File: config.mk
export PLATFORM = sky130hd
export DESIGN_NAME = elastic_fork_buffered
export DESIGN_NICKNAME = d
export VERILOG_FILES = /design/src/rtl/elastic_fork_buffered_pkg.sv /design/src/rtl/elastic_branch_fifo.sv /design/src/rtl/elastic_fork_buffered.sv
export SDC_FILE = /design/constraint.sdc
export NUM_CORES = 1
export LEC_CHECK = 0
export CORE_AREA = 2 2 206 208
export DETAILED_ROUTE_END_ITERATION = 12
export DIE_AREA = 0 0 208 210
export PLACE_DENSITY = 0.43
export RECOVER_POWER = 50
export SLEW_MARGIN = 0
export SYNTH_ARGS = -nofsm -noshare
export SYNTH_HDL_FRONTEND = slang
export SYNTH_SLANG_ARGS = --single-unit
File: constraint.sdc
create_clock -name clk -period 4 [get_ports clk]
set_input_delay 0.6 -clock clk [delete_from_list [all_inputs] [get_ports clk]]
set_output_delay 0.6 -clock clk [all_outputs]
set_load 0.05 [all_outputs]
File: src/rtl/elastic_fork_buffered_pkg.sv
// Shared definitions for the elastic stream modules.
// Handshake is stop-based: a transfer happens when valid=1 and stop=0.
package elastic_fork_buffered_pkg;

  localparam int DATA_WIDTH      = 32;
  localparam int NEIGHBOR_PE_NUM = 4;

  typedef logic [DATA_WIDTH-1:0] data_t;

  typedef struct packed {
    data_t data;
    logic  valid;
  } handshake_t;

endpackage

File: src/rtl/elastic_branch_fifo.sv
// Single-clock circular-buffer FIFO for one fork branch.
// Flush beats push/pop; storage itself is never reset.
module elastic_branch_fifo
  import elastic_fork_buffered_pkg::*;
#(
  parameter  int DATA_WIDTH = elastic_fork_buffered_pkg::DATA_WIDTH,
  parameter  int DEPTH      = 2,
  localparam int CNT_W      = $clog2(DEPTH + 1),
  localparam int PTR_W      = (DEPTH > 1) ? $clog2(DEPTH) : 1
) (
  input  logic                  clk,
  input  logic                  reset_n,
  input  logic                  flush,
  input  logic                  push,
  input  logic [DATA_WIDTH-1:0] push_data,
  input  logic                  pop,
  output logic [DATA_WIDTH-1:0] head_data,
  output logic                  full,
  output logic                  empty,
  output logic [CNT_W-1:0]      count
);

  logic [DATA_WIDTH-1:0] mem [DEPTH];
  logic [PTR_W-1:0]      rd_ptr;
  logic [PTR_W-1:0]      wr_ptr;
  logic                  do_push;
  logic                  do_pop;

  // Pointers wrap at DEPTH, which need not be a power of two.
  function automatic logic [PTR_W-1:0] next_ptr(input logic [PTR_W-1:0] p);
    if (p == PTR_W'(DEPTH - 1)) return '0;
    return p + PTR_W'(1);
  endfunction

  assign full      = (count == CNT_W'(DEPTH));
  assign empty     = (count == '0);
  assign do_push   = push && !full;
  assign do_pop    = pop && !empty;
  assign head_data = mem[rd_ptr];

  always_ff @(posedge clk or negedge reset_n) begin
    if (!reset_n) begin
      rd_ptr <= '0;
      wr_ptr <= '0;
      count  <= '0;
    end else if (flush) begin
      rd_ptr <= '0;
      wr_ptr <= '0;
      count  <= '0;
    end else begin
      if (do_push) wr_ptr <= next_ptr(wr_ptr);
      if (do_pop)  rd_ptr <= next_ptr(rd_ptr);
      count <= count + CNT_W'(do_push) - CNT_W'(do_pop);
    end
  end

  always_ff @(posedge clk) begin
    if (do_push && !flush) mem[wr_ptr] <= push_data;
  end

endmodule

File: src/rtl/elastic_fork_buffered.sv
// Replicates one elastic stream to NUM_OUT branches, each decoupled by its own FIFO.
// Back-pressure comes only from registered FIFO fullness, never from stop_output.
module elastic_fork_buffered
  import elastic_fork_buffered_pkg::*;
#(
  parameter  int DATA_WIDTH = elastic_fork_buffered_pkg::DATA_WIDTH,
  parameter  int NUM_OUT    = NEIGHBOR_PE_NUM,
  parameter  int DEPTH      = 2,
  localparam int CNT_W      = $clog2(DEPTH + 1)
) (
  input  logic                               clk,
  input  logic                               reset_n,
  input  logic                               flush,
  input  logic [NUM_OUT-1:0]                 enable_mask,
  input  logic [DATA_WIDTH-1:0]              input_data,
  input  logic                               valid_input,
  output logic                               stop_input,
  output logic [NUM_OUT-1:0][DATA_WIDTH-1:0] output_data,
  output logic [NUM_OUT-1:0]                 valid_output,
  input  logic [NUM_OUT-1:0]                 stop_output,
  output logic [NUM_OUT-1:0][CNT_W-1:0]      occupancy,
  output logic                               idle
);

  logic [NUM_OUT-1:0] full;
  logic [NUM_OUT-1:0] empty;
  logic               accept;

  assign stop_input = |(enable_mask & full);
  assign accept     = valid_input && !stop_input;
  assign idle       = &empty;

  for (genvar i = 0; i < NUM_OUT; i++) begin : g_branch
    // Gating with valid keeps an X stop on an empty branch out of the pop.
    elastic_branch_fifo #(
      .DATA_WIDTH (DATA_WIDTH),
      .DEPTH      (DEPTH)
    ) u_fifo (
      .clk       (clk),
      .reset_n   (reset_n),
      .flush     (flush),
      .push      (accept && enable_mask[i]),
      .push_data (input_data),
      .pop       (valid_output[i] && !stop_output[i]),
      .head_data (output_data[i]),
      .full      (full[i]),
      .empty     (empty[i]),
      .count     (occupancy[i])
    );
    assign valid_output[i] = !empty[i];
  end

endmodule

==> results_dict.tcl <==
set metrics [dict create \
    cts_root_buffer "clkbuf_16" \
    cts.hold.buffers_added 0 \
    grtUsageTotal_pct 11.61 \
    fmax_ghz 0.2988 \
    start_util_pct 24.79 \
    grt_pass1_wl_um 37890 \
    clock_skew_ps 8.470 \
    cts_buffer_depth 3 \
    ys_ff_latch 272 \
    finalSetupViolCount 0 \
    cp_cell_sequence "buf_4 -> mux2_2 -> clkdlybuf4s50_1" \
    internal_power_uw 6111 \
    postRouteWirelength_um 25320 \
    clkPwrFrac_pct 28.2 \
    initialDrtViolationCount 218 \
    grt-ovfl-total 0 \
    numPortBuffers 185 \
    final_max_slew_viol_count 0 \
    htree_levels 1 \
    rsz0062_at_grt "false" \
    drv_cap 0 \
    cts_tree "done" \
    synth_area_per_cell_um2 20.08 \
    synth_edf_count 256 \
    firstDrtPassIters 4 \
    io_pins 186 \
    placed_cells 1241 \
    cts_resized 0 \
    crit_arrival_ps 2750 \
    syn_to_final_growth_pct 34.65 \
    antennaDiodeCount 0 \
    drc 0 \
    fp.dieW_um 208 \
    vias_per_cell 4.042 \
    synth_area_mm2 0.01028 \
    irDropWorstVdd_mv 0.3300 \
    ys_top_cells_by_area "edfxtp_1 (75%), mux2_2 (14%), dfrtp_1 (3.9%)" \
    cts.reportedPaths.clkPinSlew_ps 60 \
    muxShareOfSynthArea_pct 14.02 \
    row_count 75 \
    synth_compound_area_share_pct 0.6815 \
    synth_flop_cell "edfxtp_1" \
    async_flop_share_pct 5.882 \
    cp-start-kind "flop" \
    hold_viol 0 \
    nNetsFinal 786 \
    synthTopCellsByCount "edfxtp_1 (256), mux2_2 (128), inv_1 (21)" \
    grt_max_degree 34 \
    synth_top_family_by_area "multiplexers" \
    seqPwrFrac_pct 37.2 \
    power.density_mw_per_mm2 681.6 \
    slew_headroom_pct 17.01 \
    hpwl_um 17510 \
    setup-tns-final_ps 0 \
    synth_xor_area_share_pct 1.022 \
    tightest_slew_ps 1245 \
    wl_per_cell_um 19.53 \
    synth_most_common_cell "edfxtp_1" \
    p_switching_uw 3324 \
    clkSinkCount 272 \
    netlist.area_leader.share_pct 74.77 \
    die_h_um 210 \
    synthCells 512 \
    nFillCells 3996 \
    synth_fa_ha_area_share_pct 0.9736 \
    period_share_pct 83.66 \
    worstPathRequired_ps 3400 \
    finalCriticalPeriod_ps 3346 \
    place.gp.congestion 0.7502 \
    antenna_left 0 \
    hold_class "in2async" \
    clk-insertion-delay-late_ps 550 \
    swShare_pct 35.23 \
    core-area_mm2 0.04148 \
    yosys_warnings 0 \
    p_leak_uw 0.004647 \
    crit_type "reg2out" \
    status "complete, no violations" \
    finalPower_uw 9436 \
    yosys.cell_types.count 23 \
    syn-num-nets 564 \
    synth-simple-area-share_pct 2.994 \
    rrSetupSlack_ps 1080 \
    critical_path.top_delay_family "buffers and inverters" \
    num_vias 5239 \
    grt_antenna_before_repair 0 \
    numCtsBuffers 30 \
    stdcell_count 1296 \
    cts_setup_buffers 0 \
    crit_buf_inv 2 \
    slowest_delay_ps 820 \
    synth_top_cell_by_area "edfxtp_1" \
    cp-end-kind "output port" \
    p_comb_share_pct 34.5 \
    grt_pass1_vias 5829 \
    slowest_stage "dfrtp_2" \
    ys_seq_area_share_pct 78.67 \
    fp.dieArea_mm2 0.04368 \
    critical_path.max_fanout 22 \
    drive_gt1_share_pct 26.68 \
]
## through the flow
stage	instance area, um^2	worst slack (ps)	hold WS (ps)	utilization (%)
after floorplan	10280	-227.6	304.4	-
final	13840	653.6	557.4	33.38
after detailed placement	12930	1158	561.6	31.19
after global placement	12930	1140	558.6	31.19
after global routing	13840	494.7	580.9	33.38
after CTS	13900	528.4	475.9	33.52
## state kept, by name, summed over array words and instances, names as in the netlist
register and cells:
g_branch.u_fifo.count 8, g_branch.u_fifo.rd_ptr 4, g_branch.u_fifo.mem 256, g_branch.u_fifo.wr_ptr 4
## routing by layer
metal | wire length, um | part of all wire [%] | vias to the layer above | global-route usage, %
met5 | 0 | 0 | - | 0
met4 | 585 | 2.3 | 0 | 3.399
met3 | 1495 | 5.9 | 40 | 2.697
met2 | 12450 | 49 | 145 | 19.75
met1 | 10790 | 43 | 2637 | 14.78
li1 | - | - | 2417 | -
## cell families after synthesis
family | count (synthesis)
flip-flops | 272
buffers and inverters | 39
XOR/XNOR | 12
AO/OA/AOI/OAI | 8
AND/OR/NAND/NOR | 45
multiplexers | 128
adder cells (fa/ha/maj) | 8
## power groups by stage
stage                     clock (uW)  combinational, uW  sequential, uW
after floorplan                    0               2190            3530
after global placement             0               3320            3570
after detailed placement           0               3320            3580
after CTS                       2770               3340            3520
after global routing            2860               3420            3550
final                           2660               3260            3510
## cells in the final DEF, fill, tap and decap left out, drive strengths merged
cell type      count
clkdlybuf4s50    150
xnor2              9
nand4              1
nand3              2
mux2             128
inv               21
bufinv             3
o21ai              4
nand3b             5
nor2              16
ha                 8
nor2b              4
dfrtp             16
xor2               3
clkinv            14
o32ai              4
edfxtp           256
buf               16
clkbuf            45
nor3b              4
nand2              4
nor3               8
dlygate4sd3       35
nor4               1
## layout make-up
cell class	instances	area (um^2)	share of cell area [%]
Clock inverter	17	165.2	1.193
Sequential cell	272	8093	58.46
Timing Repair Buffer	208	1998	14.43
Clock buffer	38	802.0	5.794
Tap cell	539	674.4	4.872
Inverter	21	78.83	0.5694
Multi-Input combinational cell	201	2032	14.68
## final timing paths
kind | start | endpoint | cells past startpoint
worst min-delay path | reset_n | g_branch[3].u_fifo.count[1] | 1
max in group asynchronous | reset_n | g_branch[0].u_fifo.rd_ptr | 1
worst min register to register | g_branch[1].u_fifo.wr_ptr | g_branch[1].u_fifo.wr_ptr | 1
min in group clk | g_branch[1].u_fifo.wr_ptr | g_branch[1].u_fifo.wr_ptr | 1
worst max register to register | g_branch[2].u_fifo.count[0] | g_branch[3].u_fifo.mem[0][24] | 5
worst max-delay path | g_branch[3].u_fifo.rd_ptr | output_data[104] | 3
No activity file was read; power rests on OpenSTA's default activity.
==> edit 1: new RTL, same flow settings <==
The package constant `DATA_WIDTH` goes from 32 to 24.
--- a/src/rtl/elastic_fork_buffered_pkg.sv
+++ b/src/rtl/elastic_fork_buffered_pkg.sv
@@ -3,5 +3,5 @@
 package elastic_fork_buffered_pkg;
 
-  localparam int DATA_WIDTH      = 32;
+  localparam int DATA_WIDTH      = 24;
   localparam int NEIGHBOR_PE_NUM = 4;
 
Ports: changed (resized input_data and output_data); port bits go from 186 to 146. No check against the original RTL was run, so the function may have changed too.
==> edit 1 against the original RTL <==
  * Total power is 23% lower
  * Cell count is 12% lower
  * Critical path type unchanged
  * Final area is 21% lower
  * Combinational power is 25% lower
  * Critical path depth is 1 lower
  * Clock skew is 0.0068 ns higher
  * Area after synthesis is 22% lower
  * Sequential cell count is 64 lower
  * Non-clock buffer count is 48 lower
  * Setup slack better by 0.15 ns
  * Maximum frequency is 4.6% higher
  * Critical endpoint is now output_data[19]
  * Wire length is 18% lower
  * Via count is 20% lower
==> edit 1: results (changes against the original RTL) <==
status=finished, final reports clean (unchanged); Signal buffers=160 (was 208); HPWL Detailed=13.4 mm (was 17.5 mm); GR Util met3=1.89% (was 2.70%); DP Area=0.0102 sq mm (was 0.0129 sq mm); H-tree depth=1 (unchanged); Largest regs=g_branch.u_fifo.mem x192, g_branch.u_fifo.count x8 (was g_branch.u_fifo.mem x256, g_branch.u_fifo.count x8); dpl ws=1.15 ns (was 1.16 ns); RR Endpoint=g_branch[1].u_fifo.mem[0][4] (was g_branch[3].u_fifo.mem[0][24]); Root Driver=clkbuf_16 (unchanged); share of cells above drive strength 1=25.3% (was 26.7%); M1 GR Usage=12.0% (was 14.8%); gr usage total=9.43% (was 11.6%); num sequential=208 (was 272); slowest stage delay, CP=0.92 ns (was 0.82 ns); Syn-to-layout area delta=36.1% (was 34.6%); Max Clock Skew=0.0153 ns (was 0.00847 ns); Initial DRC Count=153 (was 218); largest net degree at the start of global routing=26 (was 34); clk_lat worst skew=0.53 ns (was 0.55 ns); first-pass GRT wire length=30.2 mm (was 37.9 mm); Slew headroom=30.9% (was 17.0%); Ys Warns=0 (unchanged); EDFF count, synth=192 (was 256); static leakage=3.63 nW (was 4.65 nW); Clock Network Area Fraction=6.73% (was 6.99%); Post-synth ARST share=7.69% (was 5.88%); Mapped Nets=456 (was 564); met2 Track Usage GR=16.1% (was 19.8%); setup bufs post-CTS=0 (unchanged); DRT Wirelength=20.7 mm (was 25.3 mm); Peak VDD IR=269 uV (was 330 uV); Total Nets Final=629 (was 786); gpl congestion=0.655 (was 0.750); hold_ws=0.527 ns (was 0.557 ns); Synth top cells by count=192 x edfxtp_1, 96 x mux2_2, 21 x inv_1, 16 x dfrtp_1, 16 x nor2_1 (was 256 x edfxtp_1, 128 x mux2_2, 21 x inv_1, 16 x dfrtp_1, 16 x nor2_1); reg-to-reg critical path startpoint=g_branch[3].u_fifo.count[0] (was g_branch[2].u_fifo.count[0]); CP arrival=2.60 ns (was 2.75 ns); top fanout value on the critical path=25 (was 22); clock buffer count=37 (was 38); power per cell area=670 mW/mm^2 (was 682 mW/mm^2); Filler Cell Count=4301 (was 3996); worst hold path type=reg2reg (was in2async); cell depth of the worst flop-to-flop path=5 (unchanged); count of multi-input gates=169 (was 201); NonClk Buf Share=14.2% (was 14.4%); CTS buffer count=25 (was 30); Port Buffers=145 (was 185); vias in the first global route=4435 (was 5829); register area share after synthesis=77.2% (was 78.7%); Multi-input gate area=0.00167 sq mm (was 0.00203 sq mm); FF/Latch Area=0.00617 sq mm (was 0.00809 sq mm); R2R Setup Slk=1.15 ns (was 1.08 ns); Netlist cell types=22 (was 23); vias per cell=3.65 (was 4.04); synth top area cells=edfxtp_1 72%, mux2_2 14%, dfrtp_1 5.0% (was edfxtp_1 75%, mux2_2 14%, dfrtp_1 3.9%)
## edit 1: metrics by stage
stage                     utilization, %  instances
after global routing                26.2       1143
after detailed placement            24.6       1097
after global placement              24.6       1097
after floorplan                        -        412
after CTS                           26.3       1143
final                               26.2       1143
## edit 1: worst max-delay path, delay by kind of cell, from the launching register on
family | cells | cell delay [ns]
flops | 1 | 0.92
mux | 1 | 0.41
buf+inv | 1 | 0.72
## edit 1: worst max-delay path by stage
stage,startpoint,slack [ns],cells after the start,end
6_report,g_branch[0].u_fifo.rd_ptr,0.80,2,output_data[19]
5_1_grt,g_branch[3].u_fifo.rd_ptr,0.65,2,output_data[76]
4_1_cts,g_branch[1].u_fifo.rd_ptr,0.69,2,output_data[39]
3_5_place_dp,flush,1.15,5,g_branch[2].u_fifo.mem[1][13]
3_3_place_gp,flush,1.11,5,g_branch[2].u_fifo.mem[1][13]
2_1_floorplan,g_branch[2].u_fifo.count[0],0.36,5,g_branch[0].u_fifo.mem[0][0]
## edit 1: cells by family (layout without fill, tap and decap cells)
group,Yosys count,after routing,synth area share [%]
mux,96,96,13.5
compound gates,8,8,0.878
simple gates,45,45,3.86
buf+inv,35,227,1.93
xor+xnor,12,12,1.32
flops,208,208,77.2
fa+ha+maj,8,8,1.25
## edit 1: per-layer routing
metal,routed length [um],up-vias
li1,-,1917
met1,9250,2132
met2,10200,92
met3,825,31
met4,472,0
met5,0,-
## edit 1: where the power goes
group          internal, mW  leakage [nW]  total (mW)  switching (mW)
clock                  1.18         0.352        2.04           0.861
combinational         0.912          1.33        2.43            1.52
sequential             2.55          1.95        2.81           0.260
total                  4.64          3.63        7.28            2.64
==> edit 2: new RTL, config.mk and constraints unchanged <==
Without the edit above. Register the output `occupancy`, without a reset; this adds one clock of latency there. The other outputs are not delayed to match.
--- a/src/rtl/elastic_fork_buffered.sv
+++ b/src/rtl/elastic_fork_buffered.sv
@@ -23,4 +23,6 @@
 );
 
+  logic [NUM_OUT-1:0][CNT_W-1:0] occupancy_d;
+
   logic [NUM_OUT-1:0] full;
   logic [NUM_OUT-1:0] empty;
@@ -46,9 +48,13 @@
       .full      (full[i]),
       .empty     (empty[i]),
-      .count     (occupancy[i])
+      .count     (occupancy_d[i])
     );
     assign valid_output[i] = !empty[i];
   end
 
+  always_ff @(posedge clk) begin
+      occupancy <= occupancy_d;
+  end
+
 endmodule
 
Behaviour: not the same (Yosys sat finds a counterexample within 4 cycles, from zero or initial values and one cycle with reset_n low).
==> edit 2 against the original RTL <==
  * Cell count rose by 0.69%
  * First-iteration DRC count fell by 11%
  * Setup slack lost 0.12 ns
  * Sequential share of layout area is 0.11 points lower
  * Via count is 1.5% higher
  * Utilization rose by 0.72 points
  * Final area up 2.2%
  * Sequential power increased by 5%
  * Total power up 5.3%
  * Wire length rose by 1.7%
  * Area after synthesis grew 1.6%
  * Sequential cell count grew 8
  * Critical path type unchanged
  * Highest routed layer is now met5
==> edit 2: results (changes against the original RTL) <==
Slew headroom=19.0% (was 17.0%); DP Area=0.0131 sq mm (was 0.0129 sq mm); worst hold path type=reg2reg (was in2async); Initial DRC Count=194 (was 218); gr usage total=11.8% (was 11.6%); H-tree depth=2 (was 1); Max Clock Skew=0.0107 ns (was 0.00847 ns); Psw=3.49 mW (was 3.32 mW); Total Nets Final=795 (was 786); crit path capture=output_data[32] (was output_data[104]); Netlist cell types=24 (was 23); Filler Cell Count=3941 (was 3996); M1 GR Usage=15.2% (was 14.8%); status=finished, final reports clean (unchanged); top sig layer=met5 (was met4); top fanout value on the critical path=17 (was 22); CP max-delay cell=dfrtp_1 (was dfrtp_2); gpl congestion=0.703 (was 0.750); M1 WL=11.6 mm (was 10.8 mm); initial antenna violation count=1 (was 0); met2 Track Usage GR=18.9% (was 19.8%); GR Util met3=3.46% (was 2.70%); RR Endpoint=g_branch[0].u_fifo.mem[1][5] (was g_branch[3].u_fifo.mem[0][24]); Mapped Nets=572 (was 564); met3 routed WL=1.57 mm (was 1.50 mm); Comb power frac=32.8% (was 34.5%); mean cell area of the mapped netlist=20.1 sq um (about the same); DRT Wirelength=25.7 mm (was 25.3 mm); WL per Instance=19.7 um (was 19.5 um); vias in the first global route=5876 (was 5829); CTS buffer count=34 (was 30); first-pass GRT wire length=38.2 mm (was 37.9 mm); hold_ws=0.451 ns (was 0.557 ns); Post-synth ARST share=5.71% (was 5.88%); DR WL met2=12.0 mm (was 12.4 mm); synth top area cells=edfxtp_1 74%, mux2_2 14%, dfrtp_1 3.8% (was edfxtp_1 75%, mux2_2 14%, dfrtp_1 3.9%)
## edit 2: changes by cell type after synthesis
cell / change
dfxtp_1: +8
## edit 2: kinds of logic after synthesis
kind of cell | synth area share [%]
AOI/OAI and AO/OA | 0.671
xor gates and xnor gates | 1.01
muxes | 13.8
and+or+nand+nor | 2.95
DFF | 79.0
buffers and inverters | 1.62
adders and majority gates | 0.959
## edit 2: area by class of cell
cell class                 count  area share [%]
clock inverter                19            1.12
multi-input combinational    201            14.4
tap                          539            4.77
clock buffer                  40            6.63
timing repair buffer         205            14.2
inverter                      21           0.557
sequential                   280            58.3
## edit 2: worst register-to-register path, cell delays in order, from the launching register on
cell	delay [ns]
dfrtp_1	0.42
nand3b_4	0.19
nand4_4	0.12
nand3b_1	0.50
nor3_1	0.40
clkbuf_1	0.89
## edit 2: per-stage QoR
step,setup slack [ns],util (%)
2_1_floorplan,0.00533,-
3_3_place_gp,1.12,31.6
6_report,0.534,34.1
5_1_grt,0.352,34.1
4_1_cts,0.519,34.2
3_5_place_dp,1.09,31.6
